### src/rtl/config_chain_loader.sv
`default_nettype none
// =============================================================================
// config_chain_loader : serializes config words into the CGRA shift chain and
// optionally returns the bits falling out of the tail as readback words.
// Rev 1.0
// =============================================================================
module config_chain_loader #(
  parameter int CHAIN_LEN = 64,
  parameter int WORD_W    = 32
) (
  input  logic              Config_Clock,
  input  logic              Config_Reset_n,
  input  logic              Start,
  input  logic              Readback_En,
  output logic              Busy,
  output logic              Done,
  input  logic [WORD_W-1:0] Wr_Data,
  input  logic              Wr_Valid,
  output logic              Wr_Ready,
  output logic [WORD_W-1:0] Rd_Data,
  output logic              Rd_Valid,
  input  logic              Rd_Ready,
  output logic              Chain_ShiftEn,
  output logic              Chain_Data,
  input  logic              Chain_Return
);

  localparam int NW        = (CHAIN_LEN + WORD_W - 1) / WORD_W;
  localparam int LAST_BITS = CHAIN_LEN - (NW - 1) * WORD_W;
  localparam int BC_W      = $clog2(CHAIN_LEN + 1);
  localparam int WC_W      = $clog2(NW + 1);
  localparam int NB_W      = $clog2(WORD_W + 1);
  localparam int RI_W      = $clog2(WORD_W);

  typedef enum logic [1:0] {
    ST_IDLE  = 2'd0,
    ST_SHIFT = 2'd1,
    ST_DRAIN = 2'd2,
    ST_FIN   = 2'd3
  } state_t;

  state_t            r_state;
  state_t            w_next;
  logic              r_rb_en;
  logic [WORD_W-1:0] r_buf;
  logic              r_buf_full;
  logic [NB_W-1:0]   r_buf_left;
  logic [WC_W-1:0]   r_words;
  logic [BC_W-1:0]   r_bit_cnt;
  logic [RI_W-1:0]   r_rd_idx;
  logic [WORD_W-1:0] r_rd_data;
  logic              r_rd_valid;

  logic w_start;
  logic w_wr_hs;
  logic w_rd_hs;
  logic w_shift;
  logic w_final_bit;
  logic w_last_shift;
  logic w_rd_word_end;

  assign w_start       = (r_state == ST_IDLE) && Start;
  assign Wr_Ready      = (r_state == ST_SHIFT) && !r_buf_full && (r_words < WC_W'(NW));
  assign w_wr_hs       = Wr_Valid && Wr_Ready;
  // Purely a function of flops so the clock-gate enable never sees an input glitch.
  assign Chain_ShiftEn = (r_state == ST_SHIFT) && r_buf_full && !(r_rb_en && r_rd_valid);
  assign w_shift       = Chain_ShiftEn;
  assign w_final_bit   = (r_bit_cnt == BC_W'(CHAIN_LEN - 1));
  assign w_last_shift  = w_shift && w_final_bit;
  assign w_rd_hs       = r_rd_valid && Rd_Ready;
  assign w_rd_word_end = (r_rd_idx == RI_W'(WORD_W - 1)) || w_final_bit;

  assign Chain_Data = r_buf[0];
  assign Rd_Data    = r_rd_data;
  assign Rd_Valid   = r_rd_valid;
  assign Busy       = (r_state != ST_IDLE);
  assign Done       = (r_state == ST_FIN);

  always_ff @(posedge Config_Clock or negedge Config_Reset_n) begin
    if (!Config_Reset_n) begin
      r_state <= ST_IDLE;
    end else begin
      r_state <= w_next;
    end
  end

  always_comb begin
    w_next = r_state;
    case (r_state)
      ST_IDLE:  if (Start) w_next = ST_SHIFT;
      ST_SHIFT: if (w_last_shift) w_next = r_rb_en ? ST_DRAIN : ST_FIN;
      ST_DRAIN: if (w_rd_hs) w_next = ST_FIN;
      ST_FIN:   w_next = ST_IDLE;
      default:  w_next = ST_IDLE;
    endcase
  end

  always_ff @(posedge Config_Clock or negedge Config_Reset_n) begin
    if (!Config_Reset_n) begin
      r_rb_en    <= 1'b0;
      r_buf      <= '0;
      r_buf_full <= 1'b0;
      r_buf_left <= '0;
      r_words    <= '0;
      r_bit_cnt  <= '0;
      r_rd_idx   <= '0;
      r_rd_data  <= '0;
      r_rd_valid <= 1'b0;
    end else if (w_start) begin
      r_rb_en    <= Readback_En;
      r_buf      <= '0;
      r_buf_full <= 1'b0;
      r_buf_left <= '0;
      r_words    <= '0;
      r_bit_cnt  <= '0;
      r_rd_idx   <= '0;
      r_rd_valid <= 1'b0;
    end else begin
      if (w_wr_hs) begin
        r_buf      <= Wr_Data;
        r_buf_full <= 1'b1;
        r_buf_left <= (r_words == WC_W'(NW - 1)) ? NB_W'(LAST_BITS) : NB_W'(WORD_W);
        r_words    <= r_words + WC_W'(1);
      end else if (w_shift) begin
        // Zero the buffer once drained so ignored upper bits never reach the chain.
        if (r_buf_left == NB_W'(1)) begin
          r_buf      <= '0;
          r_buf_full <= 1'b0;
        end else begin
          r_buf <= r_buf >> 1;
        end
        r_buf_left <= r_buf_left - NB_W'(1);
        r_bit_cnt  <= r_bit_cnt + BC_W'(1);
      end

      if (w_shift && r_rb_en) begin
        if (r_rd_idx == '0) begin
          r_rd_data <= {{(WORD_W-1){1'b0}}, Chain_Return};
        end else begin
          r_rd_data[r_rd_idx] <= Chain_Return;
        end
        if (w_rd_word_end) begin
          r_rd_valid <= 1'b1;
          r_rd_idx   <= '0;
        end else begin
          r_rd_idx <= r_rd_idx + RI_W'(1);
        end
      end else if (w_rd_hs) begin
        r_rd_valid <= 1'b0;
      end
    end
  end

endmodule
`default_nettype wire

### config.mk
export PLATFORM = sky130hd
export DESIGN_NAME = config_chain_loader
export DESIGN_NICKNAME = d
export VERILOG_FILES = /design/src/rtl/config_chain_loader.sv
export SDC_FILE = /design/constraint.sdc
export NUM_CORES = 1
export LEC_CHECK = 0
export BUFFER_PORTS_ARGS = -buffer_cell sky130_fd_sc_hd__buf_2
export CORE_MARGIN = 5
export CORE_UTILIZATION = 55
export CTS_CLUSTER_SIZE = 10
export DETAILED_ROUTE_END_ITERATION = 10
export PLACE_DENSITY = 0.79
export RECOVER_POWER = 25
export SYNTH_ARGS = -nofsm -noshare
export SYNTH_HDL_FRONTEND = slang
export SYNTH_SLANG_ARGS = --single-unit
### constraint.sdc
create_clock -name Config_Clock -period 3.7 [get_ports Config_Clock]
set_input_delay 0.74 -clock Config_Clock [delete_from_list [all_inputs] [get_ports Config_Clock]]
set_output_delay 0.74 -clock Config_Clock [all_outputs]
set_load 0.1 [all_outputs]
==> metrics, run 1 <==
All-Layer GR Usage about a fifth; clock buffer depth 2; initial antenna violation count 0; vias per cell approximately 5.9; count of flip-flops with a built-in enable after synthesis 0; total standard cell area after synthesis ~4300 sq um; clock insertion delay at the later pin of the skew report ~0.36 ns; root buffer selected by CTS sky130_fd_sc_hd__clkbuf_8; Slowest-stage cell, CP sky130_fd_sc_hd__buf_2; final total negative setup slack 0 ns; total congestion overflow 0; Rel. slew slack -44.8%; Setup CP Type flip-flop to output port; layout overhead on the synthesized area 14.4%; total net switching power roughly 0.0018 W; top achievable clock speed roughly 320 MHz; largest net degree at the start of global routing 90; Ports between 70 and 80; height of the chip between 90 and 100 um; clock transition at the registers of the reported paths 0.09 ns; max-slew violation total from the final report 90; # port buffers 76; routed length per placed instance between 15 and 20 um; first-iteration detailed-routing DRC count about 140; arrival time worst endpoint about 2.4 ns; Worst Max-Slew Pin Slew roughly 2.2 ns; average cell area after synthesis 10.0 sq um; Worst EP required between 2 and 3 ns; core region area 7690 sq um; iteration count of the initial detailed-routing pass 4; critical path launch point type flip-flop; number of buffers inserted by post-CTS setup repair 0; TritonCTS sink count 89; delay contributed by the slowest stage of the critical path 0.53 ns; number of hold-repair buffers added at the cts stage 0; Final Core Density between 60 and 70%; worst voltage drop across the vdd grid roughly 410 uV; nets in the synthesized netlist just under 500; global-route wire length before repair between 15 and 20 mm; number of levels in the clock H-tree 3; leakage power summed over all cells 2.31 nW; site row count 32; post-cts gate resize count 0; most instantiated flip-flop cell in the synthesis netlist sky130_fd_sc_hd__dfrtp_1; detailed-placement wirelength estimate between 6 and 7 mm; Vias between 3k and 4k; Cell Chain, Critical Path inv_1 -> ha_1 -> nand2_1 -> nor2_1 -> buf_2; share of the clock period used by the worst path after layout between 80 and 90%; remaining routing DRC violations 0; highest fanout seen on the critical path 8; final routed wirelength across all metal layers approximately 9.4 mm; Initial Util 56.1%; TritonCTS clock tree yes; sequential cell area fraction in the yosys report 51.7%; violated checks capacitance limit, slew limit; width of the die 98.5 um; Final Skew approximately 0.014 ns; kind of end point of the critical path output port; CTS buffer count 9; RSZ-0062 raised after global routing no; final weighted congestion of routability-driven global placement around 0.80; worst min path class flip-flop to flip-flop; Antenna Diode Count 0; Int Power approximately 0.0021 W; Syn. warnings 0; part of the total power dissipated in sequential elements 38.0%; Setup violations, final 0; count of distinct cell types in the synthesized netlist 55; overall die area between 9000 and 10000 sq um; net count reported at finish roughly 540; number of storage elements in the synthesis netlist 89; number of nets still failing antenna checks after routing 0; time the worst path needs with I/O delays and setup between 3 and 4 ns; Clock Power Share between 10% and 20%; switching part of the total a little under half; number of global-route vias before repair 3456; result of the run finished with violations; fraction of synthesis flops using an asynchronous set or reset pin 100%; instance count of the mapped netlist 429; max-capacitance violation count 1; power per standard cell area 781 nW/um^2; final-report hold violation count 0; Gate power share between 40% and 50%; ratio of cells with drive above 1 in the final layout 21.4%
cells in the final DEF (no fill, tap or decap), types with 5 or more instances in the layout:
cell type                   n
sky130_fd_sc_hd__nor2_1    85
sky130_fd_sc_hd__clkbuf_8  10
sky130_fd_sc_hd__nand2_1   21
sky130_fd_sc_hd__o22ai_1    8
sky130_fd_sc_hd__a221oi_1  31
sky130_fd_sc_hd__mux2i_1    5
sky130_fd_sc_hd__buf_2     75
sky130_fd_sc_hd__nand3_1   12
sky130_fd_sc_hd__dfrtp_1   89
sky130_fd_sc_hd__inv_1     11
sky130_fd_sc_hd__a32o_1     9
sky130_fd_sc_hd__ha_1      13
sky130_fd_sc_hd__o211ai_1   8
sky130_fd_sc_hd__a22o_1     5
sky130_fd_sc_hd__xnor2_1    8
sky130_fd_sc_hd__o21ai_0   11
sky130_fd_sc_hd__buf_4      5
sky130_fd_sc_hd__a21oi_1   14
sky130_fd_sc_hd__and3_1     6
cell families (layout without fill, tap and decap cells):
| family | Yosys count | in the layout | share of synthesized area [%] |
|---|---|---|---|
| buffers and inverters | 42 | 108 | 4.01 |
| AND/OR/NAND/NOR | 158 | 158 | 17.2 |
| adder cells (fa/ha/maj) | 13 | 13 | 3.77 |
| multiplexers | 6 | 6 | 1.42 |
| flip-flops | 89 | 89 | 51.7 |
| XOR/XNOR | 12 | 12 | 2.44 |
| AO/OA/AOI/OAI | 109 | 109 | 19.4 |
cell usage after synthesis, types with 6 or more instances:
| master | n | area [sq um] |
|---|---|---|
| sky130_fd_sc_hd__nand2_1 | 21 | 78.8 |
| sky130_fd_sc_hd__o211ai_1 | 8 | 60.1 |
| sky130_fd_sc_hd__inv_1 | 11 | 41.3 |
| sky130_fd_sc_hd__a21oi_1 | 14 | 70.1 |
| sky130_fd_sc_hd__buf_2 | 11 | 55.1 |
| sky130_fd_sc_hd__and3_1 | 6 | 37.5 |
| sky130_fd_sc_hd__a221oi_1 | 31 | 272 |
| sky130_fd_sc_hd__o21ai_0 | 11 | 55.1 |
| sky130_fd_sc_hd__nor2_1 | 86 | 323 |
| sky130_fd_sc_hd__xnor2_1 | 8 | 70.1 |
| sky130_fd_sc_hd__ha_1 | 13 | 163 |
| sky130_fd_sc_hd__dfrtp_1 | 89 | 2230 |
| sky130_fd_sc_hd__nand3_1 | 12 | 60.1 |
| sky130_fd_sc_hd__clkbuf_1 | 18 | 67.6 |
| sky130_fd_sc_hd__o22ai_1 | 8 | 50.1 |
| sky130_fd_sc_hd__a32o_1 | 9 | 90.1 |
critical path: cells and delay by family (launching register included):
kind / cells / cell delay, ns
DFF: 1 / 0.42
buffers and inverters: 2 / 0.66
and+or+nand+nor: 2 / 0.65
adders and majority gates: 1 / 0.32
cell type report:
type	instances	area, sq um
clock inverter	5	40.0
multi-input combinational	298	1940
clock buffer	11	141
fill	641	2760
timing repair buffer	81	418
sequential	89	2230
inverter	11	41.3
tap	102	128
worst paths after layout:
kind | from | endpoint | slack [ns] | cells past startpoint
worst max-delay path | r_state[1] | Chain_ShiftEn | 0.56 | 5
worst min-delay path | Rd_Data[0] | Rd_Data[0] | 0.48 | 2
worst max register to register | r_state[1] | Rd_Data[24] | 1.27 | 6
worst min register to register | Rd_Data[0] | Rd_Data[0] | 0.48 | 2
max in group asynchronous | Config_Reset_n | Rd_Data[12] | 1.42 | 1
min in group asynchronous | Config_Reset_n | Rd_Data[11] | 0.99 | 1
metal layers:
| metal | part of all wire [%] | GRT usage, % |
|---|---|---|
| met1 | 44 | 26.3 |
| met4 | 0.90 | 5.04 |
| met5 | 0 | 0 |
| met2 | 49 | 34.6 |
| met3 | 5.6 | 4.53 |
flip-flops by register name, summed over array words and instances, names as in the netlist:
signal      cells
r_bit_cnt       7
r_rd_idx        5
Rd_Data        32
r_buf          32
r_rb_en         1
r_state         2
r_words         2
r_buf_left      6
Rd_Valid        1
r_buf_full      1
power groups by stage:
stage,Combinational (W),Sequential (W),Clock [W]
floorplan,0.00122,0.00165,0
global placement,0.00172,0.00146,0
detailed placement,0.00178,0.00148,0
CTS,0.00178,0.00146,0.000631
global route,0.00196,0.00151,0.000669
finish,0.00177,0.00147,0.000619
stage by stage:
step | hold WS (ns) | cell area (sq um) | cells | total power (W) | worst slack, ns
2_1_floorplan | 0.444 | 4310 | 429 | 0.00287 | 0.204
6_report | 0.484 | 4930 | 597 | 0.00385 | 0.564
4_1_cts | 0.492 | 4930 | 597 | 0.00387 | 0.557
5_1_grt | 0.516 | 4930 | 597 | 0.00413 | 0.409
3_5_place_dp | 0.473 | 4750 | 581 | 0.00326 | 0.946
3_3_place_gp | 0.454 | 4750 | 581 | 0.00318 | 1.07
Power figures use the tool's default switching activity.
==> run 2: changes to the inputs <==
clock period = 2.9 ns   (was 3.7 ns; I/O delays follow)
==> run 2 against run 1 <==
Effect of this change: the run now ends clean; combinational power rose by 29%; clock skew decreased by 0.00095 ns; setup slack worse by 0.41 ns; highest routed layer unchanged; first-iteration DRC count is 48% higher; final cell count up 0.67%; largest cell class unchanged; clock power is 34% higher.
==> metrics, run 2 (same netlist as run 1, synthesis figures left out) <==
result of the run complete, no violations; Ports 77; root buffer selected by CTS sky130_fd_sc_hd__clkbuf_8; critical register-to-register path endpoint Rd_Data[27]; post-cts gate resize count 0; routed length per placed instance roughly 16 um; Worst EP required 2.32 ns; total congestion overflow 0; top achievable clock speed 365 MHz; Placed Cells 585; height of the chip between 90 and 100 um; clock insertion delay at the later pin of the skew report 0.36 ns; TritonCTS sink count 89; Slowest-stage cell, CP sky130_fd_sc_hd__dfrtp_1; highest fanout seen on the critical path 8; Antenna Diode Count 0; CTS buffer count 9; max-capacitance violation count 0; routing layer with the top usage in global route met2; number of nets still failing antenna checks after routing 0; net count reported at finish around 550; width of the die 98.5 um; clock transition at the registers of the reported paths about 0.07 ns; time the worst path needs with I/O delays and setup 2.74 ns; Setup violations, final 0; GRT met3 Usage about 5.4%; WHS Endpoint r_rb_en; Final Core Density about 65%; final cell count without fillers approximately 600; number of levels in the clock H-tree 3; Reg2Reg Setup Slack about 0.76 ns; Worst Max-Slew Pin Slew between 1 and 1.5 ns; overall die area 9710 sq um; Rel. slew slack approximately 14%; iteration count of the initial detailed-routing pass 5; critical register-to-register path startpoint r_rd_idx[0]; final-report hold violation count 0; largest net degree at the start of global routing 51; Initial Util between 50% and 60%; delay contributed by the slowest stage of the critical path between 0.4 and 0.5 ns; global routing met1 resource utilization approximately 28%; max-slew violation total from the final report 0; final routed wirelength across all metal layers approximately 9.8 mm; startpoint of the lowest-slack hold path Readback_En; final weighted congestion of routability-driven global placement between 0.8 and 0.9; worst voltage drop across the vdd grid ~580 uV; clock buffer depth 2; number of buffers inserted by post-CTS setup repair 0; final total negative setup slack 0 ns; Setup CP Type flip-flop to output port; critical path launch point type flip-flop; Global Route met2 Usage between 30% and 40%; leakage power summed over all cells approximately 2.3 nW; RSZ-0062 raised after global routing no; first-iteration detailed-routing DRC count 211; number of global-route vias before repair roughly 3.6k; detailed-placement wirelength estimate around 6.8 mm; power per standard cell area just over 1000 nW/um^2; share of the clock period used by the worst path after layout between 90% and 100%; core region area 7690 sq um; Vias about 3.6k; Worst R2R Path Depth 6; number of hold-repair buffers added at the cts stage 0; Final Skew between 0.01 and 0.015 ns; layout overhead on the synthesized area 15.3%; instance count along the most critical hold path 3; Cell Chain, Critical Path inv_1 -> ha_1 -> nand2_1 -> nor2_2 -> clkbuf_4; arrival time worst endpoint approximately 2.2 ns; commonest non-fill, non-tap cell in the layout sky130_fd_sc_hd__dfrtp_1; global-route wire length before repair roughly 17 mm; vias per cell around 6; most used cells in the layout excluding fill and tap cells sky130_fd_sc_hd__dfrtp_1 (89), sky130_fd_sc_hd__nor2_1 (84), sky130_fd_sc_hd__buf_2 (74); All-Layer GR Usage around a fifth; kind of end point of the critical path output port; # port buffers 76; initial antenna violation count 0; site row count 32; ratio of cells with drive above 1 in the final layout between 20% and 30%; TritonCTS clock tree yes; remaining routing DRC violations 0; worst min path class primary input to flip-flop
## run 2: cell types whose count changed in the layout (fill, tap and decap cells not counted)
| cell | delta |
|---|---|
| sky130_fd_sc_hd__clkbuf_8 | -1 |
| sky130_fd_sc_hd__nor2_1 | -1 |
| sky130_fd_sc_hd__nor2_2 | +1 |
| sky130_fd_sc_hd__clkbuf_4 | +1 |
| sky130_fd_sc_hd__bufinv_16 | +1 |
| sky130_fd_sc_hd__clkbuf_2 | +1 |
| sky130_fd_sc_hd__clkbuf_1 | +1 |
| sky130_fd_sc_hd__buf_2 | -1 |
| sky130_fd_sc_hd__clkinvlp_4 | -2 |
| sky130_fd_sc_hd__buf_4 | +3 |
| sky130_fd_sc_hd__clkinv_2 | +2 |
| sky130_fd_sc_hd__inv_6 | -1 |
## run 2: per-stage QoR
stage          setup slack (ns)  hold slack [ns]  instance area, sq um  total power, W
4_1_cts                  0.0735            0.266                  4980         0.00502
3_5_place_dp              0.482            0.479                  4800         0.00419
6_report                  0.158            0.449                  4970         0.00500
2_1_floorplan             0.110            0.284                  4320         0.00367
3_3_place_gp              0.582            0.455                  4800         0.00407
5_1_grt                  0.0155            0.446                  4970         0.00538
## run 2: final cells by class
type	count	area (sq um)
Fill cell	633	2720
Sequential cell	89	2230
Multi-Input combinational cell	298	1940
Timing Repair Buffer	85	448
Clock buffer	11	131
Tap cell	102	128
Clock inverter	5	56.3
Inverter	11	41.3
## run 2: metal layers
metal  wire length [um]  vias up  part of all wire [%]
met5                  0        -                     0
met4                142        0                   1.4
met3                568       14                   5.8
met2               4920      104                    50
met1               4210     1773                    43
li1                   -     1687                     -
## run 2: power breakdown
group / internal (W) / switching (W) / total (W)
combinational: 0.000733 / 0.00156 / 0.00229
sequential: 0.00162 / 0.000259 / 0.00188
clock: 0.000398 / 0.000434 / 0.000832
## run 2: worst max-delay path: cells and delay by family (launching register included)
family | cells | cell delay (ns)
fa+ha+maj | 1 | 0.32
buf+inv | 2 | 0.54
flops | 1 | 0.42
simple gates | 2 | 0.52
## run 2: worst max-delay path by stage
stage / start / to / slack [ns] / depth (start not counted)
floorplan: Rd_Valid / Chain_ShiftEn / 0.11 / 3
global placement: r_state[1] / Chain_ShiftEn / 0.58 / 5
detailed placement: r_state[1] / Chain_ShiftEn / 0.48 / 5
CTS: r_state[1] / Chain_ShiftEn / 0.07 / 5
global route: r_state[1] / Chain_ShiftEn / 0.02 / 5
finish: r_state[1] / Chain_ShiftEn / 0.16 / 5
==> run 3: changes to the inputs <==
ABC_AREA = 1   (was unset)
PLACE_DENSITY = 0.78   (was 0.79)
RECOVER_POWER = unset   (was 25)
==> run 3 against run 2 <==
Effect of this change: total power decreased by 14%; final area increased by 11%; register-to-register slack got worse by 0.13 ns; critical endpoint unchanged; combinational power decreased by 17%; flip-flop and latch count unchanged; setup slack improved by 0.087 ns; final cell count increased by 42%; clock skew decreased by 0.0021 ns.
==> metrics, run 3 <==
sequential cell area fraction in the yosys report between 40% and 50%; nets in the synthesized netlist 727; iteration count of the initial detailed-routing pass 4; Synth top cells by count sky130_fd_sc_hd__nand2_1 (309), sky130_fd_sc_hd__nand3_1 (107), sky130_fd_sc_hd__dfrtp_1 (89); final setup margin between 0.2 and 0.25 ns; clock transition at the registers of the reported paths approximately 0.09 ns; max-capacitance violation count 0; time the worst path needs with I/O delays and setup 2.66 ns; Gate power share between 40% and 50%; Setup violations, final 0; highest fanout seen on the critical path 10; number of filler instances in the final layout 800; post-place instance area around 5300 sq um; Final Skew about 0.011 ns; arrival time worst endpoint approximately 2.1 ns; routed length per placed instance between 10 and 15 um; top achievable clock speed 377 MHz; share of the synthesized area in the top cell type 45.0%; average cell area after synthesis 7.33 sq um; Worst Max-Slew Pin Slew 0.594 ns; number of nets still failing antenna checks after routing 0; Ports just under 80; Antenna Diode Count 0; share of the clock period used by the worst path after layout 91.6%; switching part of the total about 47%; power per standard cell area between 700 and 800 nW/um^2; initial antenna violation count 0; post-route cell area 5500 sq um; number of storage elements in the synthesis netlist a little under 90; number of global-route vias before repair between 4k and 5k; clock insertion delay at the later pin of the skew report about 0.36 ns; commonest non-fill, non-tap cell in the layout sky130_fd_sc_hd__nand2_1; TritonCTS clock tree yes; max-slew violation total from the final report 0; count of flip-flops with a built-in enable after synthesis 0; total net switching power between 0.002 and 0.0025 W; leakage power summed over all cells a little over 3 nW; CTS buffer count 9; Reg2Reg Setup Slack between 0.6 and 0.7 ns; net count reported at finish 790; result of the run complete, no violations; RSZ-0062 raised after global routing no; most instantiated flip-flop cell in the synthesis netlist sky130_fd_sc_hd__dfrtp_1; fraction of synthesis flops using an asynchronous set or reset pin 100%; worst min path class primary input to asynchronous set/reset pin; total congestion overflow 0; Syn. warnings 0; width of the die approximately 100 um; clock buffer depth 2; Rel. slew slack about three fifths; Worst R2R Path Depth 10; final weighted congestion of routability-driven global placement a little under 0.9; Final Core Density 63.1%; overall die area 11000 sq um; final-report hold violation count 0; worst voltage drop across the vdd grid approximately 560 uV; total standard cell area after synthesis 4940 sq um; kind of end point of the critical path output port; critical path launch point type flip-flop; Setup CP Type flip-flop to output port; root buffer selected by CTS sky130_fd_sc_hd__clkbuf_8; cell accounting for the most synthesized area sky130_fd_sc_hd__dfrtp_1; layout overhead on the synthesized area 11.3%; final routed wirelength across all metal layers 11.5 mm; Worst EP required 2.32 ns; Clock Power Share between 10% and 20%; post-cts gate resize count 0; All-Layer GR Usage between 20% and 30%; most common cell in the synthesized netlist sky130_fd_sc_hd__nand2_1; critical register-to-register path endpoint r_buf_left[5]; vias per cell around 5.3; part of the total power dissipated in sequential elements between 30% and 40%; leading post-synthesis cells by cell area sky130_fd_sc_hd__dfrtp_1 (45%), sky130_fd_sc_hd__nand2_1 (23%), sky130_fd_sc_hd__nand3_1 (11%); ratio of cells with drive above 1 in the final layout 16.0%; count of distinct cell types in the synthesized netlist 28; # port buffers 76; Vias between 4k and 5k; site row count 34; most used cells in the layout excluding fill and tap cells sky130_fd_sc_hd__nand2_1 (309), sky130_fd_sc_hd__nand3_1 (107), sky130_fd_sc_hd__dfrtp_1 (89); first-iteration detailed-routing DRC count 234; number of buffers inserted by post-CTS setup repair 0; critical register-to-register path startpoint r_state[1]; instance count of the mapped netlist between 600 and 700; final total negative setup slack 0 ns; largest net degree at the start of global routing 58; remaining routing DRC violations 0; setup slack at placement between 0.6 and 0.7 ns; core region area 8720 sq um; detailed-placement wirelength estimate a little under 8 mm; global-route wire length before repair just over 20 mm; number of hold-repair buffers added at the cts stage 0; Int Power ~0.0023 W; Initial Util between 50% and 60%; TritonCTS sink count 89; height of the chip ~100 um; number of levels in the clock H-tree 3
-- run 3: changes by cell type in the layout (fill, tap and decap cells not counted), moves of 8 or more --
cell,previous run,this run
sky130_fd_sc_hd__nand3_1,12,107
sky130_fd_sc_hd__a21oi_1,14,6
sky130_fd_sc_hd__nand2_1,21,309
sky130_fd_sc_hd__nor2_1,84,28
sky130_fd_sc_hd__a32o_1,9,0
sky130_fd_sc_hd__a221oi_1,31,0
sky130_fd_sc_hd__inv_1,11,29
-- run 3: power groups by stage --
stage | Sequential [W] | Combinational [W] | Clock [W]
after floorplan | 0.00164 | 0.00157 | 0
after global placement | 0.00161 | 0.00185 | 0
after detailed placement | 0.00162 | 0.00191 | 0
after CTS | 0.00160 | 0.00191 | 0.000814
after global routing | 0.00163 | 0.00215 | 0.000864
final | 0.00160 | 0.00190 | 0.000790
-- run 3: layout make-up --
type                            instances  area (sq um)  area share [%]
Clock buffer                            9           124            2.25
Clock inverter                          7          52.6           0.955
Inverter                               36           135            2.46
Multi-Input combinational cell        518          2370            43.1
Sequential cell                        89          2230            40.5
Tap cell                              108           135            2.46
Timing Repair Buffer                   84           455            8.28
-- run 3: cell families (layout without fill, tap and decap cells) --
group	after synthesis	count (layout)	share of synthesized area, %
xor gates and xnor gates	6	6	1.06
DFF	89	89	45.0
AOI/OAI and AO/OA	33	33	3.42
buffers and inverters	68	136	7.06
adders and majority gates	13	13	3.29
and+or+nand+nor	466	466	40.1
-- run 3: how the worst max path moves through the flow --
stage | from | endpoint | slack, ns
after floorplan | r_state[1] | Wr_Ready | 0.29
after global routing | r_state[1] | Chain_ShiftEn | 0.1
after global placement | r_state[1] | Chain_ShiftEn | 0.68
after detailed placement | r_state[1] | Chain_ShiftEn | 0.63
after CTS | r_state[1] | Chain_ShiftEn | 0.23
final | r_state[1] | Chain_ShiftEn | 0.24
-- run 3: layer usage --
| layer | global-route usage (%) | vias to the layer above | wire length [um] |
|---|---|---|---|
| li1 | - | 2263 | - |
| met1 | 27.6 | 2109 | 4960 |
| met2 | 36.1 | 150 | 5540 |
| met3 | 3.27 | 24 | 703 |
| met4 | 9.68 | 0 | 286 |
| met5 | 0 | - | 0 |
-- run 3: critical path: stages (launching register included) --
cell and delay, ns:
sky130_fd_sc_hd__dfrtp_1 0.43, sky130_fd_sc_hd__inv_1 0.12, sky130_fd_sc_hd__ha_1 0.32, sky130_fd_sc_hd__nand2_1 0.14
sky130_fd_sc_hd__nor2_4 0.23, sky130_fd_sc_hd__buf_2 0.47
-- run 3: metrics by stage --
step	hold slack (ns)	instances	total power [W]
after floorplan	0.284	675	0.00321
after global placement	0.459	835	0.00346
after detailed placement	0.462	835	0.00353
after CTS	0.164	851	0.00433
after global routing	0.196	851	0.00465
final	0.147	851	0.00430
